File: src/rtl/axi4_lite_gpio_if.sv
// AXI4-Lite bus bundle shared by the GPIO block and its masters.
// aclk/aresetn travel with the bus but the GPIO slave clocks from its own ports.
interface axi4_lite_if #(
  parameter int ALEN = 32,
  parameter int DLEN = 32
);
  logic              aclk;
  logic              aresetn;
  logic [ALEN-1:0]   awaddr;
  logic              awvalid;
  logic              awready;
  logic [DLEN-1:0]   wdata;
  logic [DLEN/8-1:0] wstrb;
  logic              wvalid;
  logic              wready;
  logic [1:0]        bresp;
  logic              bvalid;
  logic              bready;
  logic [ALEN-1:0]   araddr;
  logic              arvalid;
  logic              arready;
  logic [DLEN-1:0]   rdata;
  logic [1:0]        rresp;
  logic              rvalid;
  logic              rready;

  modport S (
    input  awaddr, awvalid, wdata, wstrb, wvalid, bready, araddr, arvalid, rready,
    output awready, wready, bresp, bvalid, arready, rdata, rresp, rvalid
  );

  modport M (
    output awaddr, awvalid, wdata, wstrb, wvalid, bready, araddr, arvalid, rready,
    input  awready, wready, bresp, bvalid, arready, rdata, rresp, rvalid
  );
endinterface

File: src/rtl/axi4_lite_gpio.sv
// AXI4-Lite GPIO: LED register, synchronized switches/buttons, button edge capture with irq.
// Define GPIO_DEBOUNCE_EN to add per-input debounce counters (window DB_CYCLES).
module axi4_lite_gpio #(
  parameter int ALEN      = 32,
  parameter int NUM_LED   = 8,
  parameter int NUM_SW    = 8,
  parameter int NUM_BTN   = 5,
  parameter int DB_CYCLES = 1000000
) (
  input  logic               aclk,
  input  logic               areset,
  axi4_lite_if.S             s_axi,
  output logic [NUM_LED-1:0] led,
  input  logic [NUM_SW-1:0]  sw,
  input  logic [NUM_BTN-1:0] btn,
  output logic               irq
);

  localparam logic [1:0] ST_IDLE    = 2'd0;
  localparam logic [1:0] ST_HAVE_AW = 2'd1;
  localparam logic [1:0] ST_HAVE_W  = 2'd2;
  localparam logic [1:0] ST_RESP    = 2'd3;
  localparam logic [1:0] RESP_OKAY   = 2'b00;
  localparam logic [1:0] RESP_SLVERR = 2'b10;
  localparam int NI = NUM_SW + NUM_BTN;

  logic [1:0]         wstate;
  logic               en_q;
  logic [ALEN-1:0]    aw_addr_q;
  logic [31:0]        w_data_q;
  logic [3:0]         w_strb_q;
  logic [1:0]         bresp_q;
  logic               rvalid_q;
  logic [31:0]        rdata_q;
  logic [1:0]         rresp_q;
  logic [NUM_LED-1:0] led_q;
  logic [NUM_BTN-1:0] edge_q, edge_next, btn_prev, edge_clr;
  logic               irq_q;
  logic [NI-1:0]      sync1, sync2, cond;
  logic [NUM_SW-1:0]  sw_c;
  logic [NUM_BTN-1:0] btn_c;

  logic            aw_hs, w_hs, ar_hs, wr_go, wr_mapped, rd_mapped;
  logic [ALEN-1:0] wr_addr;
  logic [31:0]     wr_data, lane_mask, rd_word;
  logic [3:0]      wr_strb;

  // Readies stay low until the first edge after reset releases.
  assign s_axi.awready = en_q && (wstate == ST_IDLE || wstate == ST_HAVE_W);
  assign s_axi.wready  = en_q && (wstate == ST_IDLE || wstate == ST_HAVE_AW);
  assign s_axi.bvalid  = (wstate == ST_RESP);
  assign s_axi.bresp   = bresp_q;
  assign s_axi.arready = en_q && (!rvalid_q || s_axi.rready);
  assign s_axi.rvalid  = rvalid_q;
  assign s_axi.rdata   = rdata_q;
  assign s_axi.rresp   = rresp_q;
  assign led = led_q;
  assign irq = irq_q;

  assign aw_hs = s_axi.awvalid && s_axi.awready;
  assign w_hs  = s_axi.wvalid && s_axi.wready;
  assign ar_hs = s_axi.arvalid && s_axi.arready;

  // Write commits on the edge that completes the second of the AW/W handshakes.
  assign wr_go     = (aw_hs || wstate == ST_HAVE_AW) && (w_hs || wstate == ST_HAVE_W);
  assign wr_addr   = (wstate == ST_HAVE_AW) ? aw_addr_q : s_axi.awaddr;
  assign wr_data   = (wstate == ST_HAVE_W) ? w_data_q : s_axi.wdata;
  assign wr_strb   = (wstate == ST_HAVE_W) ? w_strb_q : s_axi.wstrb;
  assign wr_mapped = (wr_addr[ALEN-1:4] == '0);
  assign lane_mask = {{8{wr_strb[3]}}, {8{wr_strb[2]}}, {8{wr_strb[1]}}, {8{wr_strb[0]}}};
  assign edge_clr  = (wr_go && wr_mapped && wr_addr[3:2] == 2'd3) ?
                     (wr_data[NUM_BTN-1:0] & lane_mask[NUM_BTN-1:0]) : '0;

  always_ff @(posedge aclk or posedge areset) begin
    if (areset) begin
      wstate    <= ST_IDLE;
      en_q      <= 1'b0;
      aw_addr_q <= '0;
      w_data_q  <= '0;
      w_strb_q  <= '0;
      bresp_q   <= RESP_OKAY;
      led_q     <= '0;
    end else begin
      en_q <= 1'b1;
      if (wr_go) begin
        wstate  <= ST_RESP;
        bresp_q <= wr_mapped ? RESP_OKAY : RESP_SLVERR;
        if (wr_mapped && wr_addr[3:2] == 2'd0)
          led_q <= (led_q & ~lane_mask[NUM_LED-1:0]) | (wr_data[NUM_LED-1:0] & lane_mask[NUM_LED-1:0]);
      end else begin
        case (wstate)
          ST_IDLE: begin
            if (aw_hs) begin
              wstate    <= ST_HAVE_AW;
              aw_addr_q <= s_axi.awaddr;
            end else if (w_hs) begin
              wstate   <= ST_HAVE_W;
              w_data_q <= s_axi.wdata;
              w_strb_q <= s_axi.wstrb;
            end
          end
          ST_RESP: if (s_axi.bready) wstate <= ST_IDLE;
          default: ;
        endcase
      end
    end
  end

  assign rd_mapped = (s_axi.araddr[ALEN-1:4] == '0);

  always_comb begin
    rd_word = '0;
    case (s_axi.araddr[3:2])
      2'd0: rd_word[NUM_LED-1:0] = led_q;
      2'd1: rd_word[NUM_SW-1:0]  = sw_c;
      2'd2: rd_word[NUM_BTN-1:0] = btn_c;
      default: rd_word[NUM_BTN-1:0] = edge_q;
    endcase
  end

  always_ff @(posedge aclk or posedge areset) begin
    if (areset) begin
      rvalid_q <= 1'b0;
      rdata_q  <= '0;
      rresp_q  <= RESP_OKAY;
    end else if (ar_hs) begin
      rvalid_q <= 1'b1;
      rdata_q  <= rd_mapped ? rd_word : '0;
      rresp_q  <= rd_mapped ? RESP_OKAY : RESP_SLVERR;
    end else if (s_axi.rready) begin
      rvalid_q <= 1'b0;
    end
  end

  always_ff @(posedge aclk or posedge areset) begin
    if (areset) begin
      sync1 <= '0;
      sync2 <= '0;
    end else begin
      sync1 <= {btn, sw};
      sync2 <= sync1;
    end
  end

`ifdef GPIO_DEBOUNCE_EN
  localparam int CW = (DB_CYCLES > 1) ? $clog2(DB_CYCLES) : 1;
  logic [CW-1:0] db_cnt [NI];

  always_ff @(posedge aclk or posedge areset) begin
    if (areset) begin
      cond <= '0;
      for (int unsigned i = 0; i < NI; i++) db_cnt[i] <= '0;
    end else begin
      for (int unsigned i = 0; i < NI; i++) begin
        if (sync2[i] == cond[i]) begin
          db_cnt[i] <= '0;
        end else if (db_cnt[i] == CW'(DB_CYCLES - 1)) begin
          cond[i]   <= sync2[i];
          db_cnt[i] <= '0;
        end else begin
          db_cnt[i] <= db_cnt[i] + 1'b1;
        end
      end
    end
  end
`else
  assign cond = sync2;
`endif

  assign sw_c  = cond[NUM_SW-1:0];
  assign btn_c = cond[NI-1:NUM_SW];

  // A new rising edge wins over a simultaneous write-1-to-clear.
  assign edge_next = (edge_q & ~edge_clr) | (btn_c & ~btn_prev);

  always_ff @(posedge aclk or posedge areset) begin
    if (areset) begin
      btn_prev <= '0;
      edge_q   <= '0;
      irq_q    <= 1'b0;
    end else begin
      btn_prev <= btn_c;
      edge_q   <= edge_next;
      irq_q    <= |edge_next;
    end
  end

endmodule
File: src/flat_wrapper.sv
// flat-port wrapper written by rule: the top's interface ports become plain ports
module axi4_lite_gpio_flat 
#(
  parameter int ALEN      = 32,
  parameter int NUM_LED   = 8,
  parameter int NUM_SW    = 8,
  parameter int NUM_BTN   = 5,
  parameter int DB_CYCLES = 1000000
)
  (aclk, areset, led, sw, btn, irq, s_axi_awaddr, s_axi_awvalid, s_axi_wdata, s_axi_wstrb, s_axi_wvalid, s_axi_bready, s_axi_araddr, s_axi_arvalid, s_axi_rready, s_axi_awready, s_axi_wready, s_axi_bresp, s_axi_bvalid, s_axi_arready, s_axi_rdata, s_axi_rresp, s_axi_rvalid);
  axi4_lite_if #(.ALEN(ALEN)) s_axi_i ();
  input  logic aclk;
  input  logic areset;
  output logic [NUM_LED-1:0] led;
  input  logic [NUM_SW-1:0] sw;
  input  logic [NUM_BTN-1:0] btn;
  output logic irq;
  input wire logic [$bits(s_axi_i.awaddr)-1:0] s_axi_awaddr;
  input wire logic [$bits(s_axi_i.awvalid)-1:0] s_axi_awvalid;
  input wire logic [$bits(s_axi_i.wdata)-1:0] s_axi_wdata;
  input wire logic [$bits(s_axi_i.wstrb)-1:0] s_axi_wstrb;
  input wire logic [$bits(s_axi_i.wvalid)-1:0] s_axi_wvalid;
  input wire logic [$bits(s_axi_i.bready)-1:0] s_axi_bready;
  input wire logic [$bits(s_axi_i.araddr)-1:0] s_axi_araddr;
  input wire logic [$bits(s_axi_i.arvalid)-1:0] s_axi_arvalid;
  input wire logic [$bits(s_axi_i.rready)-1:0] s_axi_rready;
  output wire logic [$bits(s_axi_i.awready)-1:0] s_axi_awready;
  output wire logic [$bits(s_axi_i.wready)-1:0] s_axi_wready;
  output wire logic [$bits(s_axi_i.bresp)-1:0] s_axi_bresp;
  output wire logic [$bits(s_axi_i.bvalid)-1:0] s_axi_bvalid;
  output wire logic [$bits(s_axi_i.arready)-1:0] s_axi_arready;
  output wire logic [$bits(s_axi_i.rdata)-1:0] s_axi_rdata;
  output wire logic [$bits(s_axi_i.rresp)-1:0] s_axi_rresp;
  output wire logic [$bits(s_axi_i.rvalid)-1:0] s_axi_rvalid;
  assign s_axi_i.awaddr = s_axi_awaddr;
  assign s_axi_i.awvalid = s_axi_awvalid;
  assign s_axi_i.wdata = s_axi_wdata;
  assign s_axi_i.wstrb = s_axi_wstrb;
  assign s_axi_i.wvalid = s_axi_wvalid;
  assign s_axi_i.bready = s_axi_bready;
  assign s_axi_i.araddr = s_axi_araddr;
  assign s_axi_i.arvalid = s_axi_arvalid;
  assign s_axi_i.rready = s_axi_rready;
  assign s_axi_awready = s_axi_i.awready;
  assign s_axi_wready = s_axi_i.wready;
  assign s_axi_bresp = s_axi_i.bresp;
  assign s_axi_bvalid = s_axi_i.bvalid;
  assign s_axi_arready = s_axi_i.arready;
  assign s_axi_rdata = s_axi_i.rdata;
  assign s_axi_rresp = s_axi_i.rresp;
  assign s_axi_rvalid = s_axi_i.rvalid;
  axi4_lite_gpio #(.ALEN(ALEN), .NUM_LED(NUM_LED), .NUM_SW(NUM_SW), .NUM_BTN(NUM_BTN), .DB_CYCLES(DB_CYCLES)) u_core (.aclk(aclk), .areset(areset), .s_axi(s_axi_i), .led(led), .sw(sw), .btn(btn), .irq(irq));
endmodule
File: config.mk
export PLATFORM = sky130hd
export DESIGN_NAME = axi4_lite_gpio_flat
export DESIGN_NICKNAME = d
export VERILOG_FILES = /design/src/rtl/axi4_lite_gpio_if.sv /design/src/rtl/axi4_lite_gpio.sv /design/src/flat_wrapper.sv
export SDC_FILE = /design/constraint.sdc
export NUM_CORES = 1
export LEC_CHECK = 0
export BUFFER_PORTS_ARGS = -buffer_cell sky130_fd_sc_hd__buf_2
export CAP_MARGIN = 20
export CORE_MARGIN = 5
export CORE_UTILIZATION = 52
export DETAILED_ROUTE_END_ITERATION = 6
export PLACE_DENSITY_LB_ADDON = 0.25
export SYNTH_ARGS = -nofsm -noshare
export SYNTH_HDL_FRONTEND = slang
export SYNTH_SLANG_ARGS = --single-unit
export TNS_END_PERCENT = 20
File: constraint.sdc
create_clock -name aclk -period 5.5 [get_ports aclk]
set_clock_uncertainty 0.15 [all_clocks]
set_input_delay 0.55 -clock aclk [delete_from_list [all_inputs] [get_ports aclk]]
set_output_delay 0.55 -clock aclk [all_outputs]
set_load 0.01 [all_outputs]
==> results of run 1 <==
cell usage after synthesis (3+ instances only):
cell type and n:
a21oi_1 8, mux2i_1 10, dfrtp_1 98, clkbuf_1 5
a22o_1 5, buf_4 26, mux4_2 5, nor2_1 4
nand2_1 10, mux2_4 7, nand2b_1 3, nand4_1 4
mux2_2 44, nor2b_1 6, o21ai_0 10, nor4_1 20
inv_1 8
worst max-delay path by stage:
stage,cells past startpoint,end,slack [ns],startpoint
after CTS,5,flip-flop,2.96,u_core.wstate[0]
after global routing,5,flip-flop,2.88,u_core.wstate[0]
after detailed placement,6,flip-flop,2.71,s_axi_awaddr[17]
final,5,flip-flop,2.98,u_core.wstate[0]
after global placement,6,flip-flop,2.75,s_axi_awaddr[9]
after floorplan,1,async pin,2.24,areset
stage by stage:
step           utilization (%)  worst slack (ns)  hold WS [ns]  cell area (um^2)
2_1_floorplan                -              2.24         0.181              4220
6_report                  63.2              2.98        0.0539              4890
4_1_cts                   63.2              2.96        0.0530              4890
3_5_place_dp              60.6              2.71         0.186              4690
5_1_grt                   63.2              2.88        0.0815              4890
3_3_place_gp              60.6              2.75         0.181              4690
flip-flops by register name, indices dropped and copies added, names as in the netlist, named ones only:
register,flops
u_core.s_axi.rdata,8
u_core.s_axi.rvalid,1
u_core.sync1,13
u_core.irq,1
u_core.aw_addr_q,30
u_core.w_data_q,8
u_core.edge_q,5
u_core.s_axi.bresp,1
u_core.s_axi.rresp,1
u_core.en_q,1
u_core.cond,13
u_core.btn_prev,5
u_core.w_strb_q,1
u_core.wstate,2
layout make-up:
type                    instances  area [um^2]  share of cell area, %
inverters                       8         32.5                  0.666
flip-flops and latches         98         2450                   50.2
well taps                     102          128                   2.61
clock buffers                  12          135                   2.77
clock inverters                 3         65.1                   1.33
multi-input cells             187         1500                   30.7
repair buffers                114          576                   11.8
critical path: stages, from the launching register on:
cell     delay [ns]
dfrtp_1        0.45
and2b_1        0.52
mux2_4         0.26
nand2_2        0.07
or4b_4         0.62
mux2_4         0.33
placed cells by master, fill, tap and decap left out, types with 2 or more instances in the layout:
cell type,n
buf_2,112
dfrtp_1,98
mux2_2,44
conb_1,27
nor4_1,20
mux2i_1,10
nand2_1,10
o21ai_0,10
clkbuf_8,9
a21oi_1,8
mux2_4,7
inv_1,7
nor2b_1,6
mux4_2,5
a22o_1,5
nand4_1,4
nor2_1,4
nand2b_1,3
clkbuf_1,3
nand3_1,2
nor3_1,2
o31ai_1,2
nand3b_1,2
o41ai_1,2
bufinv_16,2
buf_4,2
metal layers:
metal | GRT usage, % | wire length (um) | vias to the layer above | part of all wire (%)
met3 | 4.67 | 753 | 13 | 8.9
met1 | 21.9 | 3380 | 1314 | 40
met5 | 0 | 0 | - | 0
li1 | - | - | 1276 | -
met2 | 30.5 | 4180 | 107 | 50
met4 | 7.77 | 112 | 0 | 1.3
power by group:
group	total [mW]	internal, mW	switching, mW
Sequential	0.976	0.882	0.0942
Clock	0.472	0.254	0.218
Combinational	0.387	0.219	0.168
Total	1.84	1.35	0.480
cells by family after synthesis:
logic type	count (synthesis)
multiplexers	66
AO/OA/AOI/OAI	30
buffers and inverters	42
flip-flops	98
other	2
AND/OR/NAND/NOR	64
==> results.sh, run 1 <==
export IMPL_crit_fanout=9
export IMPL_placed_cells=509
export IMPL_max_slew_margin_pct=49.1
export IMPL_leakagePower_nw=2.38
export IMPL_syn2layout_area_growth_pct=18.4
export IMPL_reg2reg_slack_ns=2.98
export IMPL_dieArea_um2=9820
export IMPL_hold_viol=0
export IMPL_ys_seq_elements=98
export IMPL_synthSimpleGateAreaFrac_pct=9.46
export IMPL_clockBufferDepth=2
export IMPL_worstRegToRegCells=5
export IMPL_ios=170
export IMPL_routed_wl_um=8420
export IMPL_setup_violations=0
export IMPL_synth_top_family_by_area="multiplexers"
export IMPL_fp_dieW_um=99.1
export IMPL_synth_warnings=0
export IMPL_start_kind="flip-flop"
export IMPL_drv_cap=0
export IMPL_grt_pass1_wl_um=13900
export IMPL_worst_pin_slew_ns=0.763
export IMPL_finalCritPeriodShare_pct=45.8
export IMPL_synthMuxAreaShare_pct=19.7
export IMPL_firstDrtPassIters=4
export IMPL_synth_async_sr_flop_share_pct=100
export IMPL_nets=538
export IMPL_grt_pass1_vias=2900
export IMPL_synth_edf_count=0
export IMPL_r2r_start="u_core.wstate[0]"
export IMPL_cts_setup_buffers=0
export IMPL_hpwl_um=6590
export IMPL_wire_per_inst_um=16.1
export IMPL_cp_data_required_time_ns=5.58
export IMPL_cts_tree="done"
export IMPL_gp_congestion=0.744
export IMPL_rows=32
export IMPL_synth_distinct_cells=39
export IMPL_clock_sinks=98
export IMPL_antennaDiodeCount=0
export IMPL_synth_cells=302
export IMPL_fin_tns_setup_ns=0
export IMPL_path_class="flip-flop to flip-flop"
export IMPL_num_vias=2710
export IMPL_arrival_ns=2.61
export IMPL_syn_area_um2=4130
export IMPL_hold_path_class="input port to async pin"
export IMPL_avgSynthCellArea_um2=13.7
export IMPL_status="complete, no violations"
export IMPL_synthTopCellsByArea="dfrtp_1 59%, mux2_2 12%, buf_4 4.7%"
export IMPL_slew_viol_final=0
export IMPL_start_util_pct=53.4
export IMPL_clk_pin_slew_worst_paths_ns=0.08
export IMPL_cts_htree_levels=3
export IMPL_powerDensity_nw_per_um2=376
export IMPL_fp_coreArea_um2=7730
export IMPL_p_total_mw=1.84
export IMPL_synth_top_area_share_pct=59.4
export IMPL_n_fill_cell=658
export IMPL_synth_xor_area_share_pct=0
export IMPL_drt_iter0_markers=80
export IMPL_layout_drive_gt1_share_pct=44.8
export IMPL_die_h_um=99.1
export IMPL_period_needed_ns=2.52
export IMPL_ant_nets=0
export IMPL_cts_resized=0
export IMPL_synth_flop_cell="dfrtp_1"
export IMPL_rsz0062_at_grt="false"
export IMPL_synth_largest_area_cell="dfrtp_1"
export IMPL_synth_compound_area_share_pct=4.67
export IMPL_fmax_mhz=397
export IMPL_ctsHoldBuffers=0
export IMPL_avgViaCountPerCell=5.17
export IMPL_setup_worst_path_end_class="flip-flop"
export IMPL_cts_root_buf="clkbuf_8"
export IMPL_final_cells=524
export IMPL_vdd_ir_drop_max_v=0.000282
export IMPL_track_usage_pct=18.1
export IMPL_drc=0
export IMPL_ys_seq_area_share_pct=59.4
export IMPL_cts_buffers=9
export IMPL_antenna_found_initial=0
export IMPL_io_buffers=112
export IMPL_synth_fa_ha_area_share_pct=0
export IMPL_grt_max_degree=64
export IMPL_overflow=0
export IMPL_clk_insertion_delay_late_ns=0.35
(Power assumes the default switching activity.)
==> inputs of run 2 (changes only) <==
- CORE_UTILIZATION: 52 -> 43
- clock period: 5.5 -> 2.2 ns (I/O delays scaled with it)
==> results.sh, run 2 (synthesized netlist as in run 1, its figures left out) <==
export IMPL_overflow=0
export IMPL_slew_viol_final=0
export IMPL_clock_sinks=98
export IMPL_max_slew_margin_pct=65.7
export IMPL_crit_start="u_core.aw_addr_q[27]"
export IMPL_io_buffers=112
export IMPL_rows=35
export IMPL_rsz0062_at_grt="true"
export IMPL_fin_ws_ns=-0.0894
export IMPL_cts_tree="done"
export IMPL_cp_buffers_inverters=0
export IMPL_placed_cells=556
export IMPL_drc=0
export IMPL_ios=170
export IMPL_cpMaxStageDelayCell="or4b_4"
export IMPL_clk_insertion_delay_late_ns=0.37
export IMPL_die_h_um=108
export IMPL_hold_path_class="input port to flip-flop"
export IMPL_avgViaCountPerCell=4.80
export IMPL_path_class="flip-flop to flip-flop"
export IMPL_clockBufferDepth=2
export IMPL_final_common_cell="buf_2"
export IMPL_final_core_util_pct=61.1
export IMPL_setup_worst_path_end_class="flip-flop"
export IMPL_drv_cap=0
export IMPL_wire_per_inst_um=15.3
export IMPL_period_needed_ns=2.29
export IMPL_firstDrtPassIters=4
export IMPL_antennaDiodeCount=0
export IMPL_critPathTopFamily="simple AND/OR/NAND/NOR gates"
export IMPL_status="complete, but fails checks"
export IMPL_leakagePower_nw=2.76
export IMPL_nets=611
export IMPL_start_util_pct=44.4
export IMPL_syn2layout_area_growth_pct=37.4
export IMPL_hpwl_um=6870
export IMPL_routed_wl_um=9550
export IMPL_num_vias=3002
export IMPL_layout_drive_gt1_share_pct=44.4
export IMPL_cts_htree_levels=3
export IMPL_dieArea_um2=11700
export IMPL_n_fill_cell=761
export IMPL_drt_iter0_markers=114
export IMPL_fp_coreArea_um2=9280
export IMPL_powerDensity_nw_per_um2=835
export IMPL_gp_congestion=0.749
export IMPL_track_usage_pct=16.8
export IMPL_setup_violations=8
export IMPL_cts_buffers=9
export IMPL_clk_pin_slew_worst_paths_ns=0.10
export IMPL_grt_max_degree=99
export IMPL_grt_pass1_wl_um=15000
export IMPL_antenna_found_initial=0
export IMPL_start_kind="flip-flop"
export IMPL_fp_dieW_um=108
export IMPL_violations="setup timing"
export IMPL_final_cells=625
export IMPL_finalCritPeriodShare_pct=104
export IMPL_largest_reg_flops=30
export IMPL_cts_root_buf="clkbuf_8"
export IMPL_arrival_ns=2.39
export IMPL_hp_start="s_axi_wvalid"
export IMPL_worst_pin_slew_ns=0.514
export IMPL_reg_top3="u_core.aw_addr_q: 30 flops, u_core.cond: 13 flops, u_core.sync1: 13 flops"
export IMPL_hold_viol=0
export IMPL_max_stage_delay_ns=0.61
export IMPL_cp_data_required_time_ns=2.30
export IMPL_fmax_mhz=437
export IMPL_r2r_start="u_core.aw_addr_q[27]"
export IMPL_vdd_ir_drop_max_v=0.000506
export IMPL_crit_fanout=7
export IMPL_ant_nets=0
export IMPL_grt_pass1_vias=3100
export IMPL_final_cell_mix="112 x buf_2, 98 x dfrtp_1, 52 x dlygate4sd3_1"
export IMPL_crit_chain="nor4_1, and4_2, nor2_1, or4b_4, mux2_4"
export IMPL_top_register="u_core.aw_addr_q"
run 2: changes by cell type in the layout (fill, tap and decap cells not counted), sizes merged:
cell,previous run,this run
buf,114,135
bufinv,2,0
clkbuf,12,10
clkinvlp,0,4
dlygate4sd3,0,52
inv,8,9
run 2: layout make-up:
| cell class | count | area, um^2 | share of cell area (%) |
|---|---|---|---|
| Timing Repair Buffer | 187 | 1280 | 22.6 |
| Clock buffer | 10 | 138 | 2.43 |
| Sequential cell | 98 | 2450 | 43.3 |
| Clock inverter | 6 | 48.8 | 0.861 |
| Tap cell | 129 | 161 | 2.85 |
| Inverter | 8 | 33.8 | 0.596 |
| Multi-Input combinational cell | 187 | 1560 | 27.4 |
run 2: worst paths after layout:
kind                                 endpoint  slack [ns]  depth (start not counted)
max                                 flip-flop       -0.09                          5
min                          u_core.wstate[1]        0.03                          3
max reg2reg                         flip-flop       -0.09                          5
min reg2reg                   u_core.cond[12]        0.18                          0
max in group asynchronous     u_core.sync1[6]        1.12                          4
min in group asynchronous  u_core.w_data_q[3]        0.40                          4
run 2: metal layers:
| metal | wire, um | track usage [%] | part of all wire (%) |
|---|---|---|---|
| met5 | 0 | 0 | 0 |
| met4 | 143 | 5.86 | 1.5 |
| met3 | 634 | 4.00 | 6.6 |
| met2 | 4780 | 28.5 | 50 |
| met1 | 4000 | 20.9 | 42 |
run 2: repair_timing:
action	in CTS	in global routing
resized for setup	4	6
hold endpoints to repair	150	0
buffers inserted	1	0
hold buffers	52	0
setup endpoints to repair	11	12
cloned	0	0
pin swaps	4	0
run 2: metrics by stage:
| stage | setup slack, ns | hold WS [ns] | total power [mW] | setup TNS, ns | area (um^2) |
|---|---|---|---|---|---|
| 2_1_floorplan | -0.0696 | 0.101 | 3.19 | -0.348 | 4220 |
| 3_3_place_gp | -0.194 | 0.178 | 3.50 | -1.59 | 4900 |
| 3_5_place_dp | -0.171 | 0.179 | 3.56 | -1.35 | 4900 |
| 4_1_cts | -0.0916 | 0.0172 | 4.76 | -0.620 | 5640 |
| 5_1_grt | -0.183 | 0.0291 | 5.01 | -1.37 | 5670 |
| 6_report | -0.0894 | 0.0319 | 4.73 | -0.585 | 5670 |
run 2: tightest hold or removal path, cell delays in order:
cell     delay (ns)
buf_2          0.11
a21oi_1        0.06
a21oi_1        0.11
run 2: power by group:
group	internal (mW)	switching, mW	leakage, nW
logic	0.718	0.487	1.51
clock network	0.452	0.639	0.0855
registers	2.21	0.232	1.17
